--- config.mk ---
export PLATFORM = sky130hd
export DESIGN_NAME = sram_stream_reader
export DESIGN_NICKNAME = d
export VERILOG_FILES = /design/src/rtl/sram_stream_reader.sv
export SDC_FILE = /design/constraint.sdc
export NUM_CORES = 1
export LEC_CHECK = 0
export BUFFER_PORTS_ARGS = -buffer_cell sky130_fd_sc_hd__buf_4
export CAP_MARGIN = 25
export CELL_PAD_IN_SITES_DETAIL_PLACEMENT = 1
export CELL_PAD_IN_SITES_GLOBAL_PLACEMENT = 1
export CORE_UTILIZATION = 41
export CTS_BUF_LIST = sky130_fd_sc_hd__clkbuf_8
export DETAILED_ROUTE_END_ITERATION = 8
export GPL_TIMING_DRIVEN = 0
export PLACE_DENSITY = 0.84
export SKIP_LAST_GASP = 1
export SYNTH_ARGS = -nofsm -noshare
export SYNTH_HDL_FRONTEND = slang
export SYNTH_SLANG_ARGS = --single-unit
--- constraint.sdc ---
create_clock -name clk -period 3.4 [get_ports clk]
set_input_delay 0.51 -clock clk [delete_from_list [all_inputs] [get_ports clk]]
set_output_delay 0.51 -clock clk [all_outputs]
set_load 0.02 [all_outputs]
--- src/rtl/sram_stream_reader.sv ---
`default_nettype none
// ============================================================================
//  Module   : sram_stream_reader
//  Purpose  : Streams a contiguous word range out of an external SRAM into a
//             small output FIFO, and presents it over a valid/ready handshake.
//             The block abandons the transfer cleanly when the host reclaims
//             the SRAM.
//  Revision : 1.0 - initial release
//
//  Ports
//    clk        in   system clock
//    nRESET     in   synchronous active-low reset
//    start      in   one-cycle transfer request (sampled only while idle)
//    base_addr  in   first SRAM word address
//    word_cnt   in   number of words to read (0 = immediate done)
//    host_sel   in   1 = host owns the SRAM (aborts a running transfer)
//    SRAM_DIN   in   SRAM read data
//    SRAM_ADDR  out  SRAM address
//    SRAM_nCS   out  chip select, active low
//    SRAM_nOE   out  output enable, active low
//    SRAM_nWE   out  write enable, always 1
//    dout       out  FIFO head word
//    dout_valid out  dout holds a word
//    dout_ready in   consumer accepts dout
//    busy       out  transfer in progress
//    done       out  one-cycle pulse, transfer complete
//    abort      out  one-cycle pulse, transfer killed by host_sel
//    checksum   out  running sum of pushed words (0 when not built)
//
//  Build option
//    SRAM_READ_CHECKSUM_EN : when defined, builds the running checksum.
// ============================================================================
module sram_stream_reader #(
    parameter int ADDR_W     = 18,
    parameter int DATA_W     = 16,
    parameter int WAIT_CYC   = 2,
    parameter int FIFO_DEPTH = 4
) (
    input  logic              clk,
    input  logic              nRESET,
    input  logic              start,
    input  logic [ADDR_W-1:0] base_addr,
    input  logic [ADDR_W-1:0] word_cnt,
    input  logic              host_sel,
    input  logic [DATA_W-1:0] SRAM_DIN,
    output logic [ADDR_W-1:0] SRAM_ADDR,
    output logic              SRAM_nCS,
    output logic              SRAM_nOE,
    output logic              SRAM_nWE,
    output logic [DATA_W-1:0] dout,
    output logic              dout_valid,
    input  logic              dout_ready,
    output logic              busy,
    output logic              done,
    output logic              abort,
    output logic [DATA_W-1:0] checksum
);

    localparam int c_PTR_W  = $clog2(FIFO_DEPTH);
    localparam int c_CNT_W  = c_PTR_W + 1;
    localparam int c_WAIT_W = (WAIT_CYC > 1) ? $clog2(WAIT_CYC) : 1;

    localparam logic [2:0] c_ST_IDLE    = 3'd0;
    localparam logic [2:0] c_ST_SETUP   = 3'd1;
    localparam logic [2:0] c_ST_WAIT    = 3'd2;
    localparam logic [2:0] c_ST_CAPTURE = 3'd3;
    localparam logic [2:0] c_ST_HOLD    = 3'd4;
    localparam logic [2:0] c_ST_DRAIN   = 3'd5;

    logic [2:0]          state_q,  state_d;
    logic [ADDR_W-1:0]   addr_q,   addr_d;
    logic [ADDR_W-1:0]   remain_q, remain_d;
    logic [c_WAIT_W-1:0] wait_q,   wait_d;
    logic                ncs_q,    ncs_d;
    logic                noe_q,    noe_d;
    logic                nwe_q;
    logic                busy_q,   busy_d;
    logic                done_q,   done_d;
    logic                abort_q,  abort_d;

    logic [DATA_W-1:0]   mem_q [FIFO_DEPTH];
    logic [DATA_W-1:0]   mem_d [FIFO_DEPTH];
    logic [c_PTR_W-1:0]  wr_q,     wr_d;
    logic [c_PTR_W-1:0]  rd_q,     rd_d;
    logic [c_CNT_W-1:0]  count_q,  count_d;
    logic [DATA_W-1:0]   dout_q,   dout_d;
    logic                valid_q,  valid_d;

    logic                push;
    logic                pop;
    logic                flush;
    logic [c_CNT_W-1:0]  occ_after_pop;

    always_comb begin
        state_d  = state_q;
        addr_d   = addr_q;
        remain_d = remain_q;
        wait_d   = wait_q;
        ncs_d    = ncs_q;
        noe_d    = noe_q;
        busy_d   = busy_q;
        done_d   = 1'b0;
        abort_d  = 1'b0;
        push     = 1'b0;
        flush    = 1'b0;

        pop           = valid_q && dout_ready;
        occ_after_pop = count_q - c_CNT_W'(pop);

        case (state_q)
            c_ST_IDLE: begin
                if (start && !host_sel) begin
                    if (word_cnt == '0) begin
                        done_d = 1'b1;
                    end else begin
                        // Strobes and address are registered on entry so
                        // they are already valid during the SETUP cycle.
                        addr_d   = base_addr;
                        remain_d = word_cnt;
                        busy_d   = 1'b1;
                        ncs_d    = 1'b0;
                        noe_d    = 1'b0;
                        state_d  = c_ST_SETUP;
                    end
                end
            end
            c_ST_SETUP: begin
                wait_d  = c_WAIT_W'(WAIT_CYC - 1);
                state_d = c_ST_WAIT;
            end
            c_ST_WAIT: begin
                if (wait_q == '0) begin
                    state_d = c_ST_CAPTURE;
                end else begin
                    wait_d = wait_q - c_WAIT_W'(1);
                end
            end
            c_ST_CAPTURE: begin
                push     = 1'b1;
                addr_d   = addr_q + ADDR_W'(1);
                remain_d = remain_q - ADDR_W'(1);
                if (remain_q == ADDR_W'(1)) begin
                    ncs_d   = 1'b1;
                    noe_d   = 1'b1;
                    state_d = c_ST_DRAIN;
                end else if ((occ_after_pop + c_CNT_W'(1)) < c_CNT_W'(FIFO_DEPTH)) begin
                    state_d = c_ST_SETUP;
                end else begin
                    ncs_d   = 1'b1;
                    noe_d   = 1'b1;
                    state_d = c_ST_HOLD;
                end
            end
            c_ST_HOLD: begin
                if (occ_after_pop < c_CNT_W'(FIFO_DEPTH)) begin
                    ncs_d   = 1'b0;
                    noe_d   = 1'b0;
                    state_d = c_ST_SETUP;
                end
            end
            c_ST_DRAIN: begin
                // Finishing on the edge of the last pop makes done appear
                // exactly one cycle after that pop.
                if (occ_after_pop == '0) begin
                    done_d  = 1'b1;
                    busy_d  = 1'b0;
                    state_d = c_ST_IDLE;
                end
            end
            default: begin
                state_d = c_ST_IDLE;
            end
        endcase

        // Host reclaim wins over everything, including a same-cycle push.
        if ((state_q != c_ST_IDLE) && host_sel) begin
            push    = 1'b0;
            flush   = 1'b1;
            ncs_d   = 1'b1;
            noe_d   = 1'b1;
            busy_d  = 1'b0;
            done_d  = 1'b0;
            abort_d = 1'b1;
            state_d = c_ST_IDLE;
        end

        mem_d = mem_q;
        if (push) begin
            mem_d[wr_q] = SRAM_DIN;
        end

        if (flush) begin
            wr_d    = '0;
            rd_d    = '0;
            count_d = '0;
            valid_d = 1'b0;
            dout_d  = dout_q;
        end else begin
            wr_d    = wr_q + c_PTR_W'(push);
            rd_d    = rd_q + c_PTR_W'(pop);
            count_d = occ_after_pop + c_CNT_W'(push);
            valid_d = (count_d != '0);
            // dout is a register copy of the head: when the FIFO would be
            // empty after the pop, the incoming word becomes the new head.
            if (occ_after_pop == '0) begin
                dout_d = push ? SRAM_DIN : dout_q;
            end else begin
                dout_d = mem_q[rd_d];
            end
        end
    end

    always_ff @(posedge clk) begin
        if (!nRESET) begin
            state_q  <= c_ST_IDLE;
            addr_q   <= '0;
            remain_q <= '0;
            wait_q   <= '0;
            ncs_q    <= 1'b1;
            noe_q    <= 1'b1;
            nwe_q    <= 1'b1;
            busy_q   <= 1'b0;
            done_q   <= 1'b0;
            abort_q  <= 1'b0;
            wr_q     <= '0;
            rd_q     <= '0;
            count_q  <= '0;
            dout_q   <= '0;
            valid_q  <= 1'b0;
        end else begin
            state_q  <= state_d;
            addr_q   <= addr_d;
            remain_q <= remain_d;
            wait_q   <= wait_d;
            ncs_q    <= ncs_d;
            noe_q    <= noe_d;
            nwe_q    <= 1'b1;
            busy_q   <= busy_d;
            done_q   <= done_d;
            abort_q  <= abort_d;
            wr_q     <= wr_d;
            rd_q     <= rd_d;
            count_q  <= count_d;
            dout_q   <= dout_d;
            valid_q  <= valid_d;
        end
    end

    // Storage needs no reset: occupancy and pointers define what is valid.
    always_ff @(posedge clk) begin
        mem_q <= mem_d;
    end

`ifdef SRAM_READ_CHECKSUM_EN
    logic [DATA_W-1:0] checksum_q, checksum_d;

    always_comb begin
        checksum_d = checksum_q;
        if ((state_q == c_ST_IDLE) && start && !host_sel) begin
            checksum_d = '0;
        end else if (push) begin
            checksum_d = checksum_q + SRAM_DIN;
        end
    end

    always_ff @(posedge clk) begin
        if (!nRESET) begin
            checksum_q <= '0;
        end else begin
            checksum_q <= checksum_d;
        end
    end

    assign checksum = checksum_q;
`else
    assign checksum = '0;
`endif

    assign SRAM_ADDR  = addr_q;
    assign SRAM_nCS   = ncs_q;
    assign SRAM_nOE   = noe_q;
    assign SRAM_nWE   = nwe_q;
    assign dout       = dout_q;
    assign dout_valid = valid_q;
    assign busy       = busy_q;
    assign done       = done_q;
    assign abort      = abort_q;

endmodule
`default_nettype wire

==> impl_metrics.json, run 1 <==
{
  "final_layout_size_suffix_gt1_share_pct": 29.36,
  "synth_area_per_cell_um2": 10.54,
  "design_area_mm2": 0.007772,
  "worst-path-max-fanout": 10,
  "vdd_ir_drop_max_uv": 482.8,
  "netlist_top_cells_area": "edfxtp_1, dfxtp_1, mux4_2, a21oi_1, nand2_1",
  "synth-simple-area-share_pct": 14.31,
  "synthXorXnorAreaFrac_pct": 1.088,
  "cts_tree": "yes",
  "drv_slew": 0,
  "yosys.area.top_type": "edfxtp_1",
  "dieWidth_um": 126.2,
  "row_count": 45,
  "min_period_ps": 3060,
  "cp_common_cell": "buf_2",
  "coreArea_mm2": 0.01515,
  "setup_viol": 0,
  "cp_cell_sequence": "buf_2 > nand3b_1 > buf_2 > buf_2 > buf_1 > nor4b_2 > buf_4 > buf_6",
  "start_util_pct": 41.74,
  "dpl_cell_area_mm2": 0.007380,
  "crit_slowest_cell": "nor4b_2",
  "cts_setup_buffers": 0,
  "end_kind": "flop",
  "synth-compound-area-share_pct": 16.51,
  "cp.depth": 8,
  "ys_seq_area_share_pct": 51.93,
  "hold_path_depth": 1,
  "wire_per_inst_um": 20.97,
  "synth_warnings": 0,
  "rsz0062_at_grt": "no",
  "cp.arrival_ps": 3240,
  "grt_max_degree": 17,
  "synthAdderAreaFrac_pct": 1.583,
  "p_switching_mw": 2.152,
  "powerDensity_mw_per_mm2": 695.8,
  "clock_latency_ps": 470,
  "synth_top_family_by_area": "compound AO/OA/AOI/OAI gates",
  "drt_wl_total_um": 19590,
  "critPathMaxStageDelay_ps": 620,
  "layout.nets": 798,
  "drt_iter0_markers": 379,
  "fmax_mhz": 326.8,
  "netlist_instances": 600,
  "syn2layout_area_growth_pct": 22.94,
  "firstDrtPassIters": 5,
  "power_frac_clock_pct": 25.0,
  "synth_top_area_share_pct": 30.40,
  "cts-hold-fix-buffers": 0,
  "antenna_found_initial": 0,
  "portBuffers": 95,
  "outcome": "complete, no violations",
  "dp_cells": 902,
  "p_sw_share_pct": 39.80,
  "yosysMostFrequentCell": "dfxtp_1",
  "fin_cells": 934,
  "cts-root-buf": "clkbuf_8",
  "ys_ff_latch": 132,
  "die_y_um": 126.2,
  "post_cts_resized": 0,
  "synth.distinct_cells": 64,
  "track_usage_pct": 25.56,
  "grt_pass1_wl_um": 30770,
  "maxSlewHeadroom_pct": 34.92,
  "clk_pin_slew_ps": 90,
  "p_int_mw": 3.256,
  "synth_ff_type": "dfxtp_1",
  "hold_viol": 0,
  "power_frac_comb_pct": 38.6,
  "synthMuxAreaShare_pct": 8.411,
  "cts_buffers": 17,
  "viasPerCell": 5.760,
  "yosys-top-cells-count": "dfxtp_1, edfxtp_1, a21oi_1",
  "gp_congestion": 0.8711,
  "grt_pass1_vias": 5641,
  "crit_buf_inv": 6,
  "required_ps": 3580,
  "grt_overflow": 0,
  "antennaDiodeCount": 0,
  "postRouteAntennaNets": 0,
  "crit_type": "flop to flop",
  "worst_slew_pin_slew_ps": 975.1,
  "finClkSkew_ps": 8.789,
  "synth_edf_count": 64,
  "setup.worst_path.start_class": "flop",
  "cts.sinks": 132,
  "async_reset_ff_share_pct": 0,
  "drc": 0,
  "post-route-period-util_pct": 90.00,
  "clk_path_buf_depth": 2,
  "place_hpwl_um": 13870,
  "crit_family": "buffers and inverters",
  "hold_path_class": "input port to flop",
  "synth.cell_area_mm2": 0.006322,
  "reg2regPathDepth": 8,
  "power_leakage_nw": 3.005,
  "vias": 5380,
  "max_cap_viol_count": 0,
  "htreeDepth": 4,
  "die_area_mm2": 0.01592,
  "seqPwrFrac_pct": 36.4,
  "ios": 114
}
-- final cells by class --
cell class                      instances  area [um^2]
Clock inverter                         15        158.9
Clock buffer                           17        234.0
Buffer                                 55        337.8
Multi-Input combinational cell        416         2728
Fill cell                            1657         7373
Tap cell                              188        235.2
Inverter                               12        45.04
Timing Repair Buffer                   99        750.7
Sequential cell                       132         3283
-- path summary, 6_finish.rpt --
check | start | end | slack [ps]
setup reg to reg | state_q[0] | mem_q[17] | 340
setup / recovery | state_q[0] | mem_q[17] | 340
hold reg to reg | remain_q[13] | remain_q[13] | 480
hold / removal | SRAM_DIN[6] | mem_q[6] | 250
-- power by group through the flow --
stage                     registers [mW]  logic (mW)  clock network (mW)
after floorplan                     2.08        1.27                   0
after global placement              1.99        1.97                   0
after detailed placement            2.00        2.06                   0
after CTS                           1.97        2.08                1.38
after global routing                1.99        2.25                1.43
final                               1.97        2.09                1.35
-- cells in the final DEF, fill, tap and decap left out, types with 5 or more instances in the layout --
cell type  netlist  layout
buf_4           19     116
dfxtp_1         68      68
edfxtp_1        64      64
a21oi_1         60      60
nand2_1         58      58
nor2_1          45      44
o21ai_0         41      41
conb_1           2      17
clkbuf_8         0      17
mux4_2          16      16
mux2i_1         16      16
clkbuf_1        14      14
buf_2           14      14
nand3_1         13      13
nor3_1          13      13
nor4_1          13      12
inv_1           11      11
o21ai_2         10      10
a21oi_2          9       9
ha_1             8       8
inv_6            0       8
and2_1           7       7
a31oi_1          7       7
and3_1           6       6
o31ai_1          6       6
or2_2            5       5
a211oi_1         5       5
a22oi_1          5       5
-- cell families (layout without fill, tap and decap cells) --
group,Yosys count,after routing
xor gates and xnor gates,7,7
adders and majority gates,8,8
muxes,33,33
buffers and inverters,67,198
AOI/OAI and AO/OA,168,168
and+or+nand+nor,183,183
DFF,132,132
other,2,17
-- registers in the layout, indices dropped and copies added (netlist names), 2 cells and up --
signal / cells
SRAM_ADDR: 18
count_q: 3
dout: 16
mem_q: 64
rd_q: 2
remain_q: 18
state_q: 3
wr_q: 2
-- metrics by stage --
step,TNS [ps],setup slack [ps],hold slack [ps],power [mW],util [%]
after global routing,0,217.4,227.3,5.675,51.32
after global placement,-51590,-1834,457.9,3.955,48.38
after detailed placement,0,377.1,461.0,4.056,48.72
after CTS,0,339.9,225.8,5.425,51.32
final,0,340.1,246.5,5.408,51.32
after floorplan,0,58.96,446.2,3.358,-
-- per-layer routing --
metal  share of wire (%)  global-route usage [%]
met1                  42                   31.51
met2                  50                   43.58
met3                 6.1                   4.885
met4                 2.1                   11.20
met5                   0                       0
(Power assumes the default switching activity.)
==> inputs of run 2 (changes only) <==
- CORE_ASPECT_RATIO: not set -> 2
==> impl_metrics.json, run 2 (synthesis gave the netlist of run 1 again) <==
{
  "place_ws_ps": 370.1,
  "hold_path_depth": 1,
  "die_y_um": 177.6,
  "portBuffers": 95,
  "crit_type": "flop to flop",
  "seqPwrFrac_pct": 37.4,
  "setup_ws_ps": 326.9,
  "largest-register": "mem_q",
  "layout.nets": 799,
  "required_ps": 3550,
  "setup_viol": 0,
  "clk_path_buf_depth": 2,
  "worst-path-max-fanout": 10,
  "drc": 0,
  "place_hpwl_um": 15330,
  "die_area_mm2": 0.01595,
  "fin_util_pct": 51.76,
  "row_count": 63,
  "largest_reg_flops": 64,
  "post_cts_resized": 0,
  "htreeDepth": 4,
  "reg2regPathDepth": 7,
  "cp.arrival_ps": 3220,
  "post-route-period-util_pct": 90.39,
  "final_common_cell": "buf_4",
  "p_int_mw": 3.164,
  "coreArea_mm2": 0.01498,
  "dieWidth_um": 89.81,
  "fillCellCount": 1713,
  "p_sw_share_pct": 40.06,
  "vdd_ir_drop_max_uv": 397.0,
  "drt_iter0_markers": 235,
  "fmax_mhz": 325.4,
  "ios": 114,
  "max_cap_viol_count": 0,
  "viasPerCell": 5.656,
  "worst_slew_pin_slew_ps": 910.5,
  "min_period_ps": 3073,
  "cts-root-buf": "clkbuf_8",
  "cts_buffers": 17,
  "fin_cells": 942,
  "grt_pass1_vias": 6057,
  "setup.worst_path.start_class": "flop",
  "power_leakage_nw": 2.987,
  "antenna_found_initial": 0,
  "grt_overflow": 0,
  "cts_tree": "yes",
  "p_switching_mw": 2.114,
  "clock_latency_ps": 450,
  "grt_pass1_wl_um": 31540,
  "grt_max_degree": 17,
  "vias": 5328,
  "cts-hold-fix-buffers": 0,
  "hold_path_class": "input port to flop",
  "final_layout_size_suffix_gt1_share_pct": 29.32,
  "track_usage_pct": 26.15,
  "wire_per_inst_um": 21.46,
  "firstDrtPassIters": 4,
  "cts.sinks": 132,
  "maxSlewHeadroom_pct": 39.30,
  "gp_congestion": 0.9189,
  "antennaDiodeCount": 0,
  "syn2layout_area_growth_pct": 22.62,
  "power_frac_clock_pct": 23.3,
  "multi_input_area_mm2": 0.002728,
  "outcome": "complete, no violations",
  "drt_wl_total_um": 20220,
  "final_cell_mix": "buf_4, dfxtp_1, edfxtp_1",
  "drv_slew": 0,
  "powerDensity_mw_per_mm2": 680.9,
  "cts_setup_buffers": 0,
  "postRouteAntennaNets": 0,
  "hold_viol": 0,
  "finClkSkew_ps": 20.31,
  "final-seq-area_mm2": 0.003283,
  "start_util_pct": 42.21,
  "power_frac_comb_pct": 39.4,
  "clk_pin_slew_ps": 90,
  "rsz0062_at_grt": "no",
  "end_kind": "flop",
  "dp_cells": 910
}
[run 2: worst max-delay path: stages (launching register included)]
cell,delay [ps]
dfxtp_1,330
buf_2,210
nand3b_1,270
buf_2,290
buf_2,230
buf_1,390
nor4b_2,750
buf_4,300
[run 2: cell type report]
type                            count  area share, %
Timing Repair Buffer              100          9.780
Inverter                           12         0.5810
Clock inverter                     15          1.582
Clock buffer                       17          3.018
Tap cell                          195          3.147
Multi-Input combinational cell    416          35.18
Buffer                             55          4.358
Sequential cell                   132          42.35
[run 2: worst paths after layout]
path,start,slack (ps),end
worst min-delay path,SRAM_DIN[9],260,mem_q[25]
worst max-delay path,state_q[0],330,mem_q[31]
worst max register to register,state_q[0],330,mem_q[31]
worst min register to register,remain_q[15],480,remain_q[15]
[run 2: through the flow]
stage	power, mW	hold slack, ps	cell area, um^2	TNS [ps]
after floorplan	3.358	446.2	6379	0
after global placement	3.994	456.3	7336	-55140
after detailed placement	4.073	470.8	7396	0
after CTS	5.306	238.9	7752	0
after global routing	5.546	237.1	7752	0
final	5.279	260.5	7752	0
[run 2: power groups by stage]
stage          Combinational (mW)  Clock, mW  Sequential, mW
2_1_floorplan                1.27          0            2.08
3_3_place_gp                 2.00          0            1.99
3_5_place_dp                 2.07          0            2.00
4_1_cts                      2.09       1.25            1.97
5_1_grt                      2.24       1.32            1.99
6_report                     2.08       1.23            1.97
[run 2: metal layers]
metal | vias up | global-route usage, % | share of wire, %
met5 | - | 0 | 0
met4 | 0 | 14.89 | 3.5
met3 | 44 | 4.841 | 3.6
met2 | 175 | 52.28 | 58
met1 | 2647 | 24.19 | 35
li1 | 2462 | - | -
==> inputs of run 3 (changes only) <==
- REMOVE_ABC_BUFFERS: not set -> 1
==> impl_metrics.json, run 3 (synthesis gave the netlist of run 1 again) <==
{
  "grt_pass1_wl_um": 27320,
  "dieWidth_um": 89.81,
  "cts_tree": "yes",
  "max_cap_viol_count": 0,
  "maxSlewHeadroom_pct": 35.95,
  "whs_endpoint": "mem_q[15]",
  "required_ps": 3700,
  "p_switching_mw": 1.947,
  "holdCritStartpoint": "SRAM_DIN[15]",
  "min_period_ps": 3045,
  "clk_path_buf_depth": 2,
  "cts.sinks": 132,
  "layout.nets": 754,
  "setup.worst_path.start_class": "flop",
  "coreArea_mm2": 0.01498,
  "die_y_um": 177.6,
  "dpl_cell_area_mm2": 0.007223,
  "powerDensity_mw_per_mm2": 690.9,
  "power_leakage_nw": 2.899,
  "gp_congestion": 0.8031,
  "final_common_cell": "buf_4",
  "reg2regPathDepth": 9,
  "reg2reg_to": "dout[14]",
  "ios": 114,
  "place_hpwl_um": 11930,
  "viasPerCell": 5.639,
  "hold_path_class": "input port to flop",
  "hold_viol": 0,
  "largest-register": "mem_q",
  "hold_path_depth": 1,
  "cts_buffers": 17,
  "power_frac_comb_pct": 36.1,
  "die_area_mm2": 0.01595,
  "portBuffers": 96,
  "syn2layout_area_growth_pct": 21.49,
  "crit_type": "flop to flop",
  "crit_slowest_cell": "nand4bb_1",
  "critPathMaxStageDelay_ps": 690,
  "fin_util_pct": 51.29,
  "largest_reg_flops": 64,
  "cp.arrival_ps": 3340,
  "worst_slew_pin_slew_ps": 958.6,
  "outcome": "complete, no violations",
  "track_usage_pct": 21.72,
  "finClkSkew_ps": 14.96,
  "clk_pin_slew_ps": 90,
  "final_layout_size_suffix_gt1_share_pct": 27.49,
  "row_count": 63,
  "crit_family": "simple AND/OR/NAND/NOR gates",
  "grt_overflow": 0,
  "crit_buf_inv": 1,
  "postRouteAntennaNets": 0,
  "fmax_mhz": 328.4,
  "regToRegSetupSlack_ps": 350,
  "setup_viol": 0,
  "wire_per_inst_um": 18.67,
  "drc": 0,
  "p_sw_share_pct": 36.69,
  "design_area_mm2": 0.007681,
  "start_util_pct": 42.21,
  "worst-path-max-fanout": 32,
  "grt_pass1_vias": 5515,
  "drt_iter0_markers": 156,
  "seqPwrFrac_pct": 37.5,
  "firstDrtPassIters": 4,
  "vias": 5058,
  "rr_startpoint": "dout_valid",
  "post-route-period-util_pct": 89.57,
  "grt_max_degree": 37,
  "htreeDepth": 4,
  "end_kind": "flop",
  "drt_wl_total_um": 16740,
  "clock_latency_ps": 440,
  "antennaDiodeCount": 0,
  "vdd_ir_drop_max_uv": 417.5,
  "p_int_mw": 3.360,
  "rsz0062_at_grt": "no",
  "cts-hold-fix-buffers": 0,
  "drv_slew": 0,
  "cts-root-buf": "clkbuf_8",
  "antenna_found_initial": 0,
  "final_cell_mix": "buf_4, dfxtp_1, edfxtp_1",
  "power_frac_clock_pct": 26.4,
  "cp_cell_sequence": "nand3b_1 > inv_1 > ha_1 > xor2_2 > nand4bb_1 > a21boi_0 > or2_2 > o21ai_0 > a21oi_1"
}
==> run 3: worst max path at each step <==
stage	start	to	slack, ps	cells after the start
4_1_cts	dout_valid	dout[14]	90	9
2_1_floorplan	state_q[0]	mem_q[16]	-1190	2
3_3_place_gp	state_q[0]	mem_q[21]	-3530	2
6_report	dout_valid	dout[14]	350	9
5_1_grt	dout_valid	dout[14]	130	9
3_5_place_dp	dout_ready	dout[4]	-120	10
==> run 3: power by group through the flow <==
stage               combinational (mW)  sequential, mW  clock, mW
floorplan                         1.12            2.10          0
CTS                               1.90            1.99       1.44
detailed placement                1.89            2.02          0
finish                            1.92            1.99       1.40
global route                      2.10            2.01       1.49
global placement                  1.76            2.01          0
==> run 3: routing by layer <==
| metal | wire, um | vias up | global-route usage [%] | share of wire [%] |
|---|---|---|---|---|
| li1 | - | 2371 | - | - |
| met1 | 6138 | 2526 | 22.11 | 37 |
| met2 | 9678 | 134 | 42.63 | 58 |
| met3 | 624 | 27 | 3.770 | 3.7 |
| met4 | 302 | 0 | 9.426 | 1.8 |
| met5 | 0 | - | 0 | 0 |
==> run 3: cell type report <==
type	instances	area (um^2)
clock buffer	17	234.0
timing repair buffer	110	950.9
sequential	132	3283
clock inverter	15	181.4
tap	195	244.0
multi-input combinational	416	2743
fill	1692	7296
inverter	12	45.04
==> run 3: per-stage QoR <==
| step | instances | total power [mW] | setup WS (ps) | hold slack, ps | setup TNS (ps) |
|---|---|---|---|---|---|
| global route | 897 | 5.602 | 134.0 | 268.8 | 0 |
| floorplan | 560 | 3.227 | -1191 | 446.2 | -45780 |
| CTS | 895 | 5.325 | 86.05 | 256.1 | 0 |
| global placement | 851 | 3.773 | -3530 | 453.9 | -246160 |
| detailed placement | 863 | 3.907 | -116.3 | 468.2 | -1338 |
| finish | 897 | 5.307 | 354.6 | 283.8 | 0 |
==> run 3: worst register-to-register path: cells and delay by family, from the launching register on <==
| family | cells | cell delay (ps) |
|---|---|---|
| AOI/OAI and AO/OA | 3 | 680 |
| adders and majority gates | 1 | 210 |
| and+or+nand+nor | 3 | 1360 |
| DFF | 1 | 350 |
| buffers and inverters | 1 | 60 |
| xor gates and xnor gates | 1 | 230 |
==> run 3: what timing repair did <==
item,CTS,global route
endpoints found under the hold margin,0,0
setup buffers,0,0
endpoints found under the setup margin,0,16
gates resized for setup,0,1
